## config.mk

```make
export PLATFORM = sky130hd
export DESIGN_NAME = sbox
export DESIGN_NICKNAME = d
export VERILOG_FILES = /design/src/rtl/sbox_pkg.sv /design/src/rtl/sbox_dom_and.sv /design/src/rtl/sbox.sv
export SDC_FILE = /design/constraint.sdc
export NUM_CORES = 1
export LEC_CHECK = 0
export CELL_PAD_IN_SITES_DETAIL_PLACEMENT = 0
export CELL_PAD_IN_SITES_GLOBAL_PLACEMENT = 1
export CORE_UTILIZATION = 53
export CTS_BUF_LIST = sky130_fd_sc_hd__clkbuf_4 sky130_fd_sc_hd__clkbuf_8 sky130_fd_sc_hd__clkbuf_16
export DETAILED_ROUTE_END_ITERATION = 7
export PLACE_DENSITY = 0.95
export SLEW_MARGIN = 20
export SYNTH_ARGS = -nofsm -noshare
export SYNTH_HDL_FRONTEND = slang
export SYNTH_HIERARCHICAL = 1
export SYNTH_SLANG_ARGS = --single-unit
```

## constraint.sdc

```tcl
create_clock -name clk -period 42.4 [get_ports clk]
set_input_delay 4.24 -clock clk [delete_from_list [all_inputs] [get_ports clk]]
set_output_delay 4.24 -clock clk [all_outputs]
set_load 0.02 [all_outputs]
```

## src/rtl/sbox_pkg.sv

```systemverilog
// Shared constants and GF(2^8) helpers for the masked AES S-box.
// Holds the reduction polynomial, the AES affine matrix and constant, the pipeline
// latency, and the field multiply / inverse / linear-affine functions.
package sbox_pkg;

  localparam int unsigned SBOX_LATENCY = 5;

  localparam logic [8:0] GfPoly      = 9'h11B;
  localparam logic [7:0] AffineConst = 8'h63;

  // Row i selects the input bits XORed into output bit i (row 0 is the lowest entry).
  localparam logic [7:0][7:0] AffineRows = {
    8'hF8, 8'h7C, 8'h3E, 8'h1F, 8'h8F, 8'hC7, 8'hE3, 8'hF1
  };

  // Shift-and-add multiply in GF(2^8) modulo GfPoly.
  function automatic logic [7:0] gf_mul(input logic [7:0] a, input logic [7:0] b);
    logic [7:0] acc;
    logic [7:0] sh;
    acc = '0;
    sh  = a;
    for (int i = 0; i < 8; i++) begin
      if (b[i]) acc = acc ^ sh;
      sh = sh[7] ? ((sh << 1) ^ GfPoly[7:0]) : (sh << 1);
    end
    return acc;
  endfunction

  // Inverse as a^254; maps 0 to 0 naturally.
  function automatic logic [7:0] gf_inv(input logic [7:0] a);
    logic [7:0] res;
    logic [7:0] base;
    res  = 8'h01;
    base = gf_mul(a, a);
    for (int i = 1; i < 8; i++) begin
      res  = gf_mul(res, base);
      base = gf_mul(base, base);
    end
    return res;
  endfunction

  // Linear part of the AES affine map (constant added separately, on one share only).
  function automatic logic [7:0] affine(input logic [7:0] x);
    logic [7:0] y;
    y = '0;
    for (int i = 0; i < 8; i++) begin
      y[i] = ^(AffineRows[i] & x);
    end
    return y;
  endfunction

endpackage

```

## src/rtl/sbox_dom_and.sv

```systemverilog
// 1-bit, 2-share DOM-indep AND gate with registered cross-domain terms.
// Ports: clk_i clock, rst_i sync active-high reset, a0_i/a1_i and b0_i/b1_i operand
// shares, z_i fresh random bit, q0_o/q1_o output shares (one cycle after inputs).
module dom_and (
  input  logic clk_i,
  input  logic rst_i,
  input  logic a0_i,
  input  logic a1_i,
  input  logic b0_i,
  input  logic b1_i,
  input  logic z_i,
  output logic q0_o,
  output logic q1_o
);

  logic t00_d, t01_d, t10_d, t11_d;
  logic t00_q, t01_q, t10_q, t11_q;

  // Cross terms are blinded by z before the register so no wire sees both shares.
  always_comb begin
    t00_d = a0_i & b0_i;
    t01_d = (a0_i & b1_i) ^ z_i;
    t11_d = a1_i & b1_i;
    t10_d = (a1_i & b0_i) ^ z_i;
  end

  always_ff @(posedge clk_i) begin
    if (rst_i) begin
      t00_q <= 1'b0;
      t01_q <= 1'b0;
      t10_q <= 1'b0;
      t11_q <= 1'b0;
    end else begin
      t00_q <= t00_d;
      t01_q <= t01_d;
      t10_q <= t10_d;
      t11_q <= t11_d;
    end
  end

  always_comb begin
    q0_o = t00_q ^ t01_q;
    q1_o = t11_q ^ t10_q;
  end

endmodule

```

## src/rtl/sbox.sv

```systemverilog
// First-order multiplicatively masked AES S-box, two Boolean shares, 5-cycle pipeline.
// Ports: clk clock, rst sync active-high reset, PRNG 20 fresh random bits per cycle,
// inp shared input byte (share 0 in [15:8], share 1 in [7:0]), SB_out shared S(x).
// Stages: E1-E3 compute the shared zero flag with a DOM AND tree, E4 forms x' and the
// Boolean-to-multiplicative products, E5 inverts in the clear and remasks.
module sbox import sbox_pkg::*; (
  input  logic        clk,
  input  logic        rst,
  input  logic [19:0] PRNG,
  input  logic [15:0] inp,
  output logic [15:0] SB_out
);

  // Zero flag: AND of all bits of ~x; complementing share 0 alone complements x.
  logic [7:0] nx0, nx1;
  logic [3:0] l1_s0, l1_s1;
  logic [1:0] l2_s0, l2_s1;
  logic       dl_s0, dl_s1;

  always_comb begin
    nx0 = ~inp[15:8];
    nx1 = inp[7:0];
  end

  for (genvar g = 0; g < 4; g++) begin : g_layer1
    dom_and u_and (
      .clk_i (clk),
      .rst_i (rst),
      .a0_i  (nx0[2*g]),
      .a1_i  (nx1[2*g]),
      .b0_i  (nx0[2*g+1]),
      .b1_i  (nx1[2*g+1]),
      .z_i   (PRNG[16+g]),
      .q0_o  (l1_s0[g]),
      .q1_o  (l1_s1[g])
    );
  end

  for (genvar g = 0; g < 2; g++) begin : g_layer2
    dom_and u_and (
      .clk_i (clk),
      .rst_i (rst),
      .a0_i  (l1_s0[2*g]),
      .a1_i  (l1_s1[2*g]),
      .b0_i  (l1_s0[2*g+1]),
      .b1_i  (l1_s1[2*g+1]),
      .z_i   (PRNG[16+g]),
      .q0_o  (l2_s0[g]),
      .q1_o  (l2_s1[g])
    );
  end

  dom_and u_layer3 (
    .clk_i (clk),
    .rst_i (rst),
    .a0_i  (l2_s0[0]),
    .a1_i  (l2_s1[0]),
    .b0_i  (l2_s0[1]),
    .b1_i  (l2_s1[1]),
    .z_i   (PRNG[16]),
    .q0_o  (dl_s0),
    .q1_o  (dl_s1)
  );

  // x shares ride alongside the AND tree; index 2 is aligned with the zero flag.
  logic [2:0][7:0] x0_q, x1_q;
  logic [SBOX_LATENCY-2:0] vld_q;

  // Stage-4 next state.
  logic [7:0] xp0, xp1, mask_a, mask_b;
  logic [7:0] ax0_d, ax1_d, bx0_d, bx1_d;
  logic [7:0] ax0_q, ax1_q, bx0_q, bx1_q, a_q, b_q;
  logic       d0_q, d1_q;

  always_comb begin
    xp0    = x0_q[2] ^ {7'b0, dl_s0};
    xp1    = x1_q[2] ^ {7'b0, dl_s1};
    mask_a = PRNG[7:0];
    // Equal mask shares would give r = 0; force r = 1 instead.
    mask_b = (PRNG[15:8] == PRNG[7:0]) ? (PRNG[7:0] ^ 8'h01) : PRNG[15:8];
    ax0_d  = gf_mul(mask_a, xp0);
    ax1_d  = gf_mul(mask_a, xp1);
    bx0_d  = gf_mul(mask_b, xp0);
    bx1_d  = gf_mul(mask_b, xp1);
  end

  // Stage-5 next state: p = r*x' is safe to invert unmasked.
  logic [7:0]  p, inv, y0, y1;
  logic [15:0] sb_out_d;

  always_comb begin
    p   = ax0_q ^ ax1_q ^ bx0_q ^ bx1_q;
    inv = gf_inv(p);
    y0  = gf_mul(a_q, inv) ^ {7'b0, d0_q};
    y1  = gf_mul(b_q, inv) ^ {7'b0, d1_q};
    // Hold zero until the pipeline has refilled after reset.
    sb_out_d = vld_q[SBOX_LATENCY-2] ? {affine(y0) ^ AffineConst, affine(y1)} : 16'h0000;
  end

  always_ff @(posedge clk) begin
    if (rst) begin
      x0_q   <= '0;
      x1_q   <= '0;
      vld_q  <= '0;
      ax0_q  <= '0;
      ax1_q  <= '0;
      bx0_q  <= '0;
      bx1_q  <= '0;
      a_q    <= '0;
      b_q    <= '0;
      d0_q   <= 1'b0;
      d1_q   <= 1'b0;
      SB_out <= '0;
    end else begin
      x0_q   <= {x0_q[1:0], inp[15:8]};
      x1_q   <= {x1_q[1:0], inp[7:0]};
      vld_q  <= {vld_q[SBOX_LATENCY-3:0], 1'b1};
      ax0_q  <= ax0_d;
      ax1_q  <= ax1_d;
      bx0_q  <= bx0_d;
      bx1_q  <= bx1_d;
      a_q    <= mask_a;
      b_q    <= mask_b;
      d0_q   <= dl_s0;
      d1_q   <= dl_s1;
      SB_out <= sb_out_d;
    end
  end

endmodule

```

### Word level (Yosys, flattened, before mapping)

Index checks and enable logic that the tools add are counted.

* bitwise gates (word level): 326
* equality and inequality tests: 1
* mux-type cells: 281
* reductions and logical operators: 17

Operators with widths (number)
* two-way mux 8 bit: 154
* bitwise XOR 8 bit: 136
* two-way mux 5 bit: 120
* NOT 4 bit: 120
* XOR reduction 8 bit: 16
* bitwise XOR 8 x 1 -> 8 bit: 4
* AND 1 bit: 28
* bitwise XOR 1 bit: 28
* == test 8 bit: 1
* NOT 8 bit: 1
* two-way mux 7 bit: 1
* NOT 1 bit, first input constant: 7
* two-way mux 6 bit: 1
* two-way mux 4 bit: 1
* two-way mux 3 bit: 1
* two-way mux 1 bit: 2
* two-way mux 2 bit: 1
* NOT 1 bit: 2
* OR reduction 2 bit: 1

* logic and storage cells: 670
* output and inout port bits: 16
* input bits: 38
* register bits: 146

### Longest topological paths before layout

* depth in word-level cells: 148
* gate-level depth with buffers: 79
* gate-level depth less buffers: 67

### Cells and area by module

The synthesis kept the hierarchy.

Modules (own cells, without submodules)
* sbox: cells an instance 3628, area an instance 26467.9 um2, instances 1
* dom_and: cells an instance 16, area an instance 153.9 um2, instances 7

### Least setup slack after synthesis

No wires, ideal clock.

* path kind: register to register
* from: reg ax0_q[7]
* to: reg SB_out[13]
* cell stages (with the launch flop): 77
* arrival time: 17434 ps
* path buffers: 9
* slack: 24901 ps
* data required time: 42335 ps
* setup time: 65 ps
* cell sequence: dfxtp_1 -> xor2_1 -> xor2_2 -> inv_2 -> buf_2 -> ha_1 -> or3_1 -> a21oi_1 -> o21ai_0 -> nand2_1 -> clkinv_1 -> buf_1 -> ha_1 -> clkbuf_1 -> xnor2_1 -> xnor2_1 -> or4_1 -> a41oi_1 -> [... 41 more ...] -> buf_2 -> nor2_1 -> xor2_1 -> xnor2_1 -> nor2b_4 -> xnor3_1 -> xnor3_1 -> and3_1 -> or4_1 -> and2_4 -> buf_6 -> or4_1 -> a21oi_1 -> a211o_1 -> xnor3_1 -> xor2_1 -> xor3_1 -> nor2_1

* cells in the longest elaborated chain, start to end: 141
* elaborated cells on any way between the ends: 405
* classes of those cells: mux (211); bitwise (193); reduce/logical (1)

RTL lines
* from (decl): RTL line sbox.sv:72 `logic [7:0] ax0_q, ax1_q, bx0_q, bx1_q, a_q, b_q;`
* from (signal assigned): RTL line sbox.sv:105 `ax0_q <= '0;`
* from (signal assigned): RTL line sbox.sv:118 `ax0_q <= ax0_d;`
* bitwise XOR 8 bit (*) (3 in a row): RTL line sbox.sv:92 `p = ax0_q ^ ax1_q ^ bx0_q ^ bx1_q;`
* two-way mux 5 bit or two-way mux 8 bit (tied branches): RTL line sbox_pkg.sv:24, sbox_pkg.sv:23
* bitwise XOR 8 bit: RTL line sbox_pkg.sv:23 `if (b[i]) acc = acc ^ sh;`
* two-way mux 8 bit: RTL line sbox_pkg.sv:23
* bitwise XOR 8 bit: RTL line sbox_pkg.sv:23
* two-way mux 8 bit: RTL line sbox_pkg.sv:23
* bitwise XOR 8 bit: RTL line sbox_pkg.sv:23
* two-way mux 8 bit: RTL line sbox_pkg.sv:23
* [... 123 more ...]
* two-way mux 8 bit: RTL line sbox_pkg.sv:23
* bitwise XOR 8 bit: RTL line sbox_pkg.sv:23
* two-way mux 8 bit: RTL line sbox_pkg.sv:23
* bitwise XOR 8 bit: RTL line sbox_pkg.sv:23
* two-way mux 8 bit (*): RTL line sbox_pkg.sv:23
* bitwise XOR 8 x 1 -> 8 bit (*): RTL line sbox.sv:94 `y0 = gf_mul(a_q, inv) ^ {7'b0, d0_q};`
* XOR reduction 8 bit (*): RTL line sbox_pkg.sv:47 `y[i] = ^(AffineRows[i] & x);`
* NOT 4 bit (no source line) (*)
* to (signal assigned): RTL line sbox.sv:126 `SB_out <= sb_out_d;`
* to (decl): RTL line sbox.sv:11 `output logic [15:0] SB_out`

Mark *: on every way between the ends. The rest lies on a longest branch, timed or not.
A chain may end at the register's enable or synchronous reset.

### Worst setup path in the final report

* from: reg ax0_q[7]
* to: reg SB_out[2]

* cells in the longest elaborated chain, start to end: 140
* elaborated cells on any way between the ends: 404
* classes of those cells: mux (211); bitwise (192); reduce/logical (1)

RTL lines
* bitwise XOR 8 bit (*) (3 in a row): RTL line sbox.sv:92
* two-way mux 5 bit or two-way mux 8 bit (tied branches): RTL line sbox_pkg.sv:24, sbox_pkg.sv:23
* bitwise XOR 8 bit: RTL line sbox_pkg.sv:23
* two-way mux 8 bit: RTL line sbox_pkg.sv:23
* bitwise XOR 8 bit: RTL line sbox_pkg.sv:23
* two-way mux 8 bit: RTL line sbox_pkg.sv:23
* bitwise XOR 8 bit: RTL line sbox_pkg.sv:23
* two-way mux 8 bit: RTL line sbox_pkg.sv:23
* [... 122 more ...]
* bitwise XOR 8 bit: RTL line sbox_pkg.sv:23
* two-way mux 8 bit: RTL line sbox_pkg.sv:23
* bitwise XOR 8 bit: RTL line sbox_pkg.sv:23
* two-way mux 8 bit: RTL line sbox_pkg.sv:23
* bitwise XOR 8 bit: RTL line sbox_pkg.sv:23
* two-way mux 8 bit (*): RTL line sbox_pkg.sv:23
* bitwise XOR 8 x 1 -> 8 bit (*): RTL line sbox.sv:95 `y1 = gf_mul(b_q, inv) ^ {7'b0, d1_q};`
* XOR reduction 8 bit (*): RTL line sbox_pkg.sv:47

Marked as above.

==> impl_metrics.env <==
export IMPL_regArea_um2=2920
export IMPL_worst_pin_slew_ps=1150
export IMPL_fin_util=0.572
export IMPL_cp_slowest_cell="xnor2_1"
export IMPL_timing_final_crit_period_ps=21670
export IMPL_ys_flop_type="dfxtp_1"
export IMPL_crit_required_ps=42700
export IMPL_wl_met1_mm=35.5
export IMPL_path_depth=66
export IMPL_final_common_cell="xnor2_1"
export IMPL_mostFrequentLayoutCells="697 x xnor2_1, 511 x nand2_1, 454 x nor2_1"
export IMPL_avgSynthCellArea_um2=7.37
export IMPL_drive_above_1_share=0.0792
export IMPL_core_um2=51300
export IMPL_numClockSinks=146
export IMPL_crit_path_end_kind="flop"
export IMPL_vias_per_cell=5.97
export IMPL_grt_pass1_vias=23500
export IMPL_setup_tns_ps=0
export IMPL_ant_nets=0
export IMPL_fp_dieW_um=230
export IMPL_grt_overflow_total=0
export IMPL_hpwlAfterDp_mm=55.6
export IMPL_drc_errors=0
export IMPL_rrSetupSlack_ps=20730
export IMPL_cts_max_level=4
export IMPL_cts_hold_buf=0
export IMPL_clockBufferDepth=2
export IMPL_synth_async_reset_ratio=0
export IMPL_outcome="complete, no violations"
export IMPL_hold_violations=0
export IMPL_r2r_start="ax0_q[7]"
export IMPL_report_final_slew_viol_count=0
export IMPL_antenna_found_initial=0
export IMPL_cts_setup_buffers=0
export IMPL_vias=25900
export IMPL_routedWlPerCell_um=18.2
export IMPL_synth_nets=3785
export IMPL_cp_arrival_ps=21970
export IMPL_rows=83
export IMPL_cp_startpoint="ax0_q[7]"
export IMPL_rr_worst_depth=66
export IMPL_cp_top_family="XOR/XNOR gates"
export IMPL_grt_pass1_wl_mm=126
export IMPL_hold_path_class="reg2reg"
export IMPL_synth_cells=3740
export IMPL_fin_nets=3695
export IMPL_cts_clk_slew_worst_paths_ps=80
export IMPL_dpl_cell_area_um2=28700
export IMPL_routed_wl_mm=78.9
export IMPL_cp_max_fo=40
export IMPL_routed_top_layer="met4"
export IMPL_crit_type="reg2reg"
export IMPL_setup_viol=0
export IMPL_max_stage_delay_ps=820
export IMPL_fmax_ghz=0.0462
export IMPL_cts_made_buffers=17
export IMPL_instances_no_fill=4343
export IMPL_multi_input_area_um2=23500
export IMPL_grt_max_degree=109
export IMPL_cts_tree="yes"
export IMPL_initial_utilization=0.537
export IMPL_synth_edf_count=0
export IMPL_crit_top_cell="xnor2_1"
export IMPL_synth_seq_cells=146
export IMPL_root_buffer="clkbuf_16"
export IMPL_grt_use_total=0.291
export IMPL_design_area_um2=29300
export IMPL_endpoint="SB_out[2]"
export IMPL_clk_latency_ps=440
export IMPL_n_fill_cell=4892
export IMPL_gp_congestion=0.945
export IMPL_ys_types=106
export IMPL_drt_initial_drc_count=2884
export IMPL_portBuffers=53
export IMPL_finClkSkew_ps=12.1
export IMPL_ys_warn_count=6
export IMPL_die_area_um2=52900
export IMPL_critPathLaunchType="flop"
export IMPL_slew_headroom=0.235
export IMPL_dp_cells=4311
export IMPL_drt_first_pass_iters=6
export IMPL_yosysSeqAreaShare=0.106
export IMPL_insertedDiodeCount=0
export IMPL_min_period_over_period=0.511
export IMPL_r2r_end="SB_out[2]"
export IMPL_cp_num_buf_inv=4
export IMPL_routed_wl_met3_mm=6.48
export IMPL_cts_resized=0
export IMPL_syn_to_final_growth_pct=6.54
export IMPL_io_pins=54
export IMPL_drv_cap=0
export IMPL_die_y_um=230
export IMPL_wl_met2_mm=35.8
export IMPL_rsz0062_at_grt="no"
export IMPL_synthesis_area_um2=27500
## through the flow
step / worst slack, ps / hold slack [ps]
after floorplan: 24900 / 414
after global placement: 21720 / 416
after detailed placement: 21220 / 422
after CTS: 21160 / 438
after global routing: 19290 / 448
final: 20730 / 438
## worst register-to-register path: cells and delay by family (launching register included)
kind / cells / cell delay, ps
xor gates and xnor gates: 19 / 7050
AOI/OAI and AO/OA: 22 / 5730
DFF: 1 / 320
buffers and inverters: 4 / 1340
adders and majority gates: 3 / 1640
muxes: 3 / 1370
and+or+nand+nor: 15 / 4100
## kinds of logic (layout without fill, tap and decap cells)
group                    count (synthesis)  after routing  synth area share
buffers and inverters                  310            233            0.0471
AND/OR/NAND/NOR                       1366           1366             0.219
flip-flops                             146            146             0.106
multiplexers                           109            109            0.0410
AO/OA/AOI/OAI                          736            736             0.172
adder cells (fa/ha/maj)                  7              7           0.00318
XOR/XNOR                              1066           1066             0.411
## cells in the mapped netlist (8+ instances only)
master	n	area [µm²]
or3_1	21	131
buf_2	38	190
buf_4	9	67.6
nor3_1	71	355
xor2_2	12	195
a32oi_1	11	96.3
xnor3_2	8	190
a221oi_1	15	131
a21oi_1	212	1060
nand2b_1	14	87.6
a22oi_1	28	210
or4_1	8	60.1
o211ai_1	34	255
o21ai_0	135	676
inv_1	37	139
nand3_1	91	455
or2_2	8	50.1
and2_1	21	131
o221ai_1	14	123
xnor2_4	10	275
xnor2_2	33	537
a31oi_1	27	169
o31ai_1	11	82.6
o21a_1	9	67.6
mux2_2	15	169
nand2_1	511	1920
o22ai_1	50	313
mux2i_1	89	891
a211oi_1	30	225
nor4_1	15	93.8
dfxtp_1	146	2920
xnor3_1	87	1960
xor2_1	195	1710
xnor2_1	712	6240
and3_1	22	138
nand4_1	12	75.1
nor2_1	454	1700
clkbuf_1	182	683
o21ai_1	36	180
buf_1	24	90.1
a21o_1	11	82.6
nor2b_1	75	469
a211o_1	11	96.3
## layer usage
metal,GRT usage,vias up
met5,0,-
met4,0.0677,0
met3,0.0325,110
met2,0.467,1128
met1,0.415,12200
li1,-,12500
## state kept, by name (all words and copies together) (netlist names), 8 cells and up
name and cells:
ax1_q 8, x0_q 24, bx0_q 8, ax0_q 8
b_q 8, bx1_q 8, a_q 8, x1_q 24
SB_out 16
## worst min-delay path by stage
stage,startpoint,endpoint,slack (ps),depth (start not counted)
floorplan,vld_q[0],vld_q[1],410,1
global route,x1_q[8],x1_q[16],450,1
global placement,x0_q[9],x0_q[17],420,1
finish,x1_q[8],x1_q[16],440,1
detailed placement,vld_q[0],vld_q[1],420,1
CTS,vld_q[0],vld_q[1],440,1
## layout make-up
cell class                      count  area share
Tap cell                          680      0.0290
Clock inverter                     15     0.00559
Timing Repair Buffer              151      0.0431
Inverter                           50     0.00640
Sequential cell                   146      0.0996
Multi-Input combinational cell   3284       0.802
Clock buffer                       17      0.0145
Power is not shown: default switching activity piles up to over one toggle a cycle in this logic, so the estimate is an artifact.
